### src/rtl/ioring_rx.sv
// ioring_rx: serial-to-parallel receiver with a ready/valid output register.
// Bits arrive MSB first on ser_in; ser_sync marks the bit time carrying the MSB.
// A clock-enable tick from a divider paces sampling, so there are no derived clocks.
// Optional feature: define IORING_RX_PARITY_EN to expect one trailing even-parity
// bit per frame and report a mismatch on parity_err.
module ioring_rx #(
  parameter int NUM_STAGES = 4,
  parameter int CLK_DIV    = 1
) (
  input  logic                  clk,
  input  logic                  rst,
  input  logic                  ser_in,
  input  logic                  ser_sync,
  input  logic                  data_ready,
  input  logic                  ovr_clr,
  output logic [NUM_STAGES-1:0] data_out,
  output logic                  data_valid,
  output logic                  overrun,
  output logic                  parity_err
);

`ifdef IORING_RX_PARITY_EN
  localparam int FRAME_LEN = NUM_STAGES + 1;
`else
  localparam int FRAME_LEN = NUM_STAGES;
`endif
  localparam int CNT_W = $clog2(FRAME_LEN + 1);
  localparam int DIV_W = 16;

  typedef enum logic {
    IDLE,
    SHIFT
  } state_t;

  state_t                state_q, state_d;
  logic [DIV_W-1:0]      div_cnt_q, div_cnt_d;
  logic [CNT_W-1:0]      bit_cnt_q, bit_cnt_d;
  logic [NUM_STAGES-1:0] shreg_q, shreg_d;
  logic [NUM_STAGES-1:0] data_out_q, data_out_d;
  logic                  data_valid_q, data_valid_d;
  logic                  overrun_q, overrun_d;
  logic                  tick;
  logic                  word_done;

`ifdef IORING_RX_PARITY_EN
  logic                  parity_err_q, parity_err_d;
`endif

  // Bit-time divider: free-running count that wraps at CLK_DIV-1 and flags the sampling cycle.
  always_comb begin
    tick      = (div_cnt_q == DIV_W'(CLK_DIV - 1));
    div_cnt_d = tick ? '0 : div_cnt_q + 1'b1;
  end

  // Frame FSM: a sync tick (re)starts a frame; each later tick places the next bit at its final position.
  always_comb begin
    state_d   = state_q;
    bit_cnt_d = bit_cnt_q;
    shreg_d   = shreg_q;
    word_done = 1'b0;
    if (tick) begin
      if (ser_sync) begin
        state_d                = SHIFT;
        bit_cnt_d              = CNT_W'(1);
        shreg_d                = '0;
        shreg_d[NUM_STAGES-1]  = ser_in;
      end else if (state_q == SHIFT) begin
        for (int i = 0; i < NUM_STAGES; i++) begin
          if (bit_cnt_q == CNT_W'(NUM_STAGES - 1 - i)) begin
            shreg_d[i] = ser_in;
          end
        end
        if (bit_cnt_q == CNT_W'(FRAME_LEN - 1)) begin
          word_done = 1'b1;
          state_d   = IDLE;
          bit_cnt_d = '0;
        end else begin
          bit_cnt_d = bit_cnt_q + 1'b1;
        end
      end
    end
  end

  // Output register: accept a finished word when the slot is free or being drained, otherwise flag overrun.
  always_comb begin
    data_out_d   = data_out_q;
    data_valid_d = data_valid_q;
    overrun_d    = overrun_q;
`ifdef IORING_RX_PARITY_EN
    parity_err_d = parity_err_q;
`endif
    if (data_valid_q && data_ready) begin
      data_valid_d = 1'b0;
    end
    if (ovr_clr) begin
      overrun_d = 1'b0;
    end
    if (word_done) begin
      if (!data_valid_q || data_ready) begin
        data_out_d   = shreg_d;
        data_valid_d = 1'b1;
`ifdef IORING_RX_PARITY_EN
        parity_err_d = (^shreg_d) ^ ser_in;
`endif
      end else begin
        overrun_d = 1'b1;
      end
    end
  end

  // State registers with asynchronous reset; reset discards any partial frame.
  always_ff @(posedge clk or posedge rst) begin
    if (rst) begin
      state_q      <= IDLE;
      div_cnt_q    <= '0;
      bit_cnt_q    <= '0;
      shreg_q      <= '0;
      data_out_q   <= '0;
      data_valid_q <= 1'b0;
      overrun_q    <= 1'b0;
    end else begin
      state_q      <= state_d;
      div_cnt_q    <= div_cnt_d;
      bit_cnt_q    <= bit_cnt_d;
      shreg_q      <= shreg_d;
      data_out_q   <= data_out_d;
      data_valid_q <= data_valid_d;
      overrun_q    <= overrun_d;
    end
  end

`ifdef IORING_RX_PARITY_EN
  // Parity flag register, loaded together with data_out.
  always_ff @(posedge clk or posedge rst) begin
    if (rst) begin
      parity_err_q <= 1'b0;
    end else begin
      parity_err_q <= parity_err_d;
    end
  end

  assign parity_err = parity_err_q;
`else
  assign parity_err = 1'b0;
`endif

  assign data_out   = data_out_q;
  assign data_valid = data_valid_q;
  assign overrun    = overrun_q;

endmodule

### config.mk
export PLATFORM = sky130hd
export DESIGN_NAME = ioring_rx
export DESIGN_NICKNAME = d
export VERILOG_FILES = /design/src/rtl/ioring_rx.sv
export SDC_FILE = /design/constraint.sdc
export NUM_CORES = 1
export LEC_CHECK = 0
export CORE_MARGIN = 4
export CORE_UTILIZATION = 50
export CTS_CLUSTER_DIAMETER = 80
export DETAILED_ROUTE_END_ITERATION = 7
export PLACE_DENSITY = 0.74
export REMOVE_ABC_BUFFERS = 1
export SYNTH_ARGS = -nofsm -noshare
export SYNTH_HDL_FRONTEND = slang
export SYNTH_SLANG_ARGS = --single-unit
### constraint.sdc
create_clock -name clk -period 1.9 [get_ports clk]
set_input_delay 0.19 -clock clk [delete_from_list [all_inputs] [get_ports clk]]
set_output_delay 0.19 -clock clk [all_outputs]
set_load 0.1 [all_outputs]
; After elaboration in Yosys (flattened, before gate mapping)
; Index checks and enable logic that the tools add are counted.
; Widths: inputs -> output; s select.
[classes]
n_shift = 0
n_lt_le_gt_ge = 0
n_bitwise = 0
multipliers = 0
muxes = 24
div = 0
n_addsub = 2
eq_ne = 3
n_reduce_logical = 8
[ops]
columns = op, count
row1 = $mux 1, 17
row2 = $add 16x1->16 const B, 1
row3 = $logic_not 16->1, 1
row4 = $mux 16, 1
row5 = $mux 4, 3
row6 = $mux 3, 3
row7 = $eq 3x2->1 const B, 2
row8 = $reduce_and 2->1, 2
row9 = $add 3x1->3 const B, 1
row10 = $eq 3x1->1 const B, 1
row11 = $logic_not 3->1, 1
row12 = $reduce_bool 2->1, 1
row13 = $logic_and 1x1->1, 1
row14 = $logic_not 1->1, 1
row15 = $logic_or 1x1->1, 1
[word_totals]
n_memories = 0
ramBits = 0
mem_bits_ro = 0
ff_bits = 30
input_bits = 6
elab_cells = 44
latchBits = 0
output_inout_bits = 7

; Depth between registers and ports, before layout
[logic_depth]
word_depth = 6
ltp_mapped = 8
depth_no_buf = 6

; Worst setup path after synthesis
; OpenSTA, ideal clock, no wires.
[synth_timing]
path_type = reg2reg
startpoint = register data_valid_q (netlist: data_valid)
endpoint = register data_out_q[0] (netlist: data_out[0])
stages_incl_launch_ff = 4
setup_time_ns = 0.125
t_required_ns = 1.775
arrival_ns = 1.663
slack_ns = 0.111
path_cell_list = dfrtp_1 -> nand2b_1 -> nor4b_4 -> mux2_2
[synth_between]
elab_chain_cells = 3
[synth_lines]
columns = element, line
row1 = "start, declared", 40  ; logic data_valid_q, data_valid_d;
row2 = "start signal, assigned", 127  ; data_valid_q <= data_valid_d;
row3 = $logic_not 1->1, 99  ; if (!data_valid_q || data_ready) begin
row4 = $logic_or 1x1->1, 99
row5 = $reduce_and 2->1 (no line), -
row6 = "end signal, assigned", 126  ; data_out_q <= data_out_d;
row7 = "end, declared", 39  ; logic [NUM_STAGES-1:0] data_out_q, data_out_d;
; Every way passes these cells.
; A chain may end at the register's enable or synchronous reset.

; Worst setup path in the final report
[layout_timing]
startpoint = register div_cnt_q[0]
endpoint = register data_out_q[3] (netlist: data_out[3])
[layout_between]
elab_chain_cells = 3
elab_cells_between_ends = 4
classes_between = mux: 2 / reduce/logical: 2
[layout_lines]
columns = element, line
row1 = "start, declared", 36  ; logic [DIV_W-1:0] div_cnt_q, div_cnt_d;
row2 = "start signal, assigned", 123  ; div_cnt_q <= div_cnt_d;
row3 = $logic_not 16->1 *, 51  ; tick = (div_cnt_q == DIV_W'(CLK_DIV - 1));
row4 = $mux 1, 61  ; if (tick) begin
row5 = $reduce_and 2->1 (no line), -
; Every way passes the cells marked *; elsewhere a longest branch is shown, timed or not.

==> results.toml <==
[outcome]
outcome = "complete, no violations"

[final_layout]
final_common_cell = "dfrtp_1"
final_cells = 189
fin_nets = 169
diodes = 0
fillers = 230
synthToLayoutAreaGrowth_pct = 22.8
final_cell_mix = "dfrtp_1 (29), buf_4 (17), nand2_1 (12), inv_1 (12), xnor2_1 (8)"
drive_above_1_share = 0.203
final_util = 0.636

[worst_setup_path]
critical_path_class = "flop to flop"
critical-path-top-delay-family = "simple AND/OR/NAND/NOR gates"
crit_path_end_kind = "flop"
crit_buf_inv = 1
crit_required_ps = 2130
critPathSlowestCell = "dfrtp_1"
crit_arrival_ps = 2100
cp_common_cell = "nor4b_4"
cp-start-kind = "flop"
cp_max_fo = 3
path_cells = "inv_1 > ha_1 > nor4b_4 > nand4_1 > nor4b_4 > mux2_2"
cpPeakStageDelay_ps = 390

[power]
peakVddDrop_v = 0.00100
p_clk_frac = 0.298
cellLeakagePower_nw = 0.888
power_frac_comb = 0.346
fin_total_pwr_w = 0.00214
cellPowerDensity_mw_per_mm2 = 1230
seq_power_share = 0.356
switching_share = 0.385
p_int_w = 0.00132
p_sw_w = 0.000825

[floorplan]
dieWidth_um = 61.2
die_area_mm2 = 0.00375
start_util = 0.518
coreArea_mm2 = 0.00273
ioPinCount = 13
rows = 19
fp.dieH_um = 61.2

[sta]
clock-skew-final_ps = 9.44
maxSlewViolCount = 0
setup_violations = 0
tns_ps = 0
finalHoldViolCount = 0
whs_ps = 203
rsz0062_at_grt = "true"
clock.fmax_mhz = 537
post-route-period-util = 0.981
fin_crit_ps = 1860

[yosys]
syn-instance-count = 131
yosysTopAreaCellShare = 0.513
synth_area_leader_cell = "dfrtp_1"
ys_seq_area_frac = 0.513
synth_edf_count = 0
ys_ff_latch = 29
async_flop_share = 1.00
synthMuxAreaShare = 0.0672
avgSynthCellArea_um2 = 10.8
yosys.area_share.simple = 0.183
synthAdderAreaFrac = 0.0531
synth_area_leaders = "dfrtp_1 (51%), ha_1 (5.3%), xnor2_1 (5.0%)"
synth_top_family_by_area = "simple AND/OR/NAND/NOR gates"
ys_warn_count = 0
synth_area_mm2 = 0.00142
synthFlopType = "dfrtp_1"
synth_xor_area_frac = 0.0805
synth_compound_area_frac = 0.0548
yosysUniqueCellTypes = 31

[placement]
io_buffers = 11
place_hpwl_um = 1890
gp_congestion = 0.805
place_inst = 178

[grt]
grt_pass1_vias = 1016
grt_pass1_wl_um = 4460
grt_start_max_net_pins = 30
grt-ovfl-total = 0
grt.total_usage = 0.169
antenna_found_initial = 0

[routing]
dr.pass1.iters = 7
antenna_left = 0
drt_wl_total_um = 2680
viasPerCell = 5.38
remaining_drc_errors = 0
drt-initial-drc-count = 32
wire_per_inst_um = 14.2
vias = 1016

[clocking]
clk_path_buf_depth = 2
clkSinkCount = 29
cts_buffers = 5
root_buffer = "clkbuf_4"
insertion_delay_ps = 340
htreeDepth = 2
clk_transition_reported_paths_ps = 100
cts_tree = "done"

[min_path]
hp-class = "input port to async pin"

[job]
max-cap-violations = 0
-- power groups by stage --
stage	sequential [W]	clock [W]	combinational, W
finish	0.000762	0.000638	0.000741
global route	0.000777	0.000678	0.000786
CTS	0.000764	0.000644	0.000740
detailed placement	0.000777	0	0.000733
global placement	0.000771	0	0.000721
floorplan	0.00110	0	0.000232
-- worst reg2reg max path, stage by stage, from the launching register on --
cell and delay [ps]:
dfrtp_1 390, inv_1 70, ha_1 160, nor4b_4 180, nand4_1 230, nor4b_4 360, mux2_2 370
-- kinds of logic after synthesis --
| kind of cell | count (synthesis) |
|---|---|
| AO/OA/AOI/OAI | 13 |
| XOR/XNOR | 13 |
| adder cells (fa/ha/maj) | 6 |
| buffers and inverters | 16 |
| flip-flops | 29 |
| multiplexers | 9 |
| other | 1 |
| AND/OR/NAND/NOR | 44 |
-- registers in the layout, summed over array words and instances, names as in the netlist --
name,count
div_cnt_q,16
shreg_q,3
data_out,4
bit_cnt_q,3
state_q,1
data_valid,1
overrun,1
-- synthesized netlist by cell type (all sizes together) (2+ instances only) --
cell / instances
and4: 3
mux2i: 5
xor2: 5
inv: 12
dfrtp: 29
a21oi: 2
o21ai: 5
buf: 2
nand2: 12
xnor2: 8
ha: 6
nand2b: 2
nor3: 2
and2: 4
nor2: 5
clkbuf: 2
o31ai: 3
mux2: 4
nor4: 2
nand3: 5
nor4b: 2
nand4: 4
-- area by class of cell --
class,count,area [um2],share of cell area
sequential,29,726,0.418
timing repair buffer,23,189,0.109
clock buffer,5,37.5,0.0216
inverter,12,45.0,0.0259
multi-input combinational,86,637,0.366
clock inverter,3,65.1,0.0374
tap,31,38.8,0.0223
-- routing by layer --
layer  wire length (um)  GRT usage  up-vias
li1                   -          -      494
met2               1330      0.278       28
met3                151     0.0629        6
met4                 48     0.0743        0
met1               1150      0.196      488
met5                  0          0        -
-- stage by stage --
step	cell area (um2)	setup slack [ps]
3_5_place_dp	1600	76.5
2_1_floorplan	1400	-248
5_1_grt	1740	-55.9
3_3_place_gp	1600	85.7
4_1_cts	1700	56.3
6_report	1740	37.0
-- worst paths after layout --
| check | to | cells past startpoint | slack, ps | start |
|---|---|---|---|---|
| worst max register to register | data_out[3] | 6 | 40 | div_cnt_q[0] |
| worst min-delay path | bit_cnt_q[1] | 3 | 200 | rst |
| worst min register to register | shreg_q[2] | 2 | 500 | shreg_q[2] |
| worst max-delay path | data_out[3] | 6 | 40 | div_cnt_q[0] |
| max in group asynchronous | div_cnt_q[5] | 3 | 1420 | rst |
| min in group clk | overrun | 2 | 420 | ovr_clr |
-- timing repair --
action | in CTS | in global routing
hold buffers | 0 | 0
endpoints found under the setup margin | 0 | 4
gates resized for setup | 0 | 3
setup buffers | 0 | 3
No activity file was read; power rests on OpenSTA's default activity.
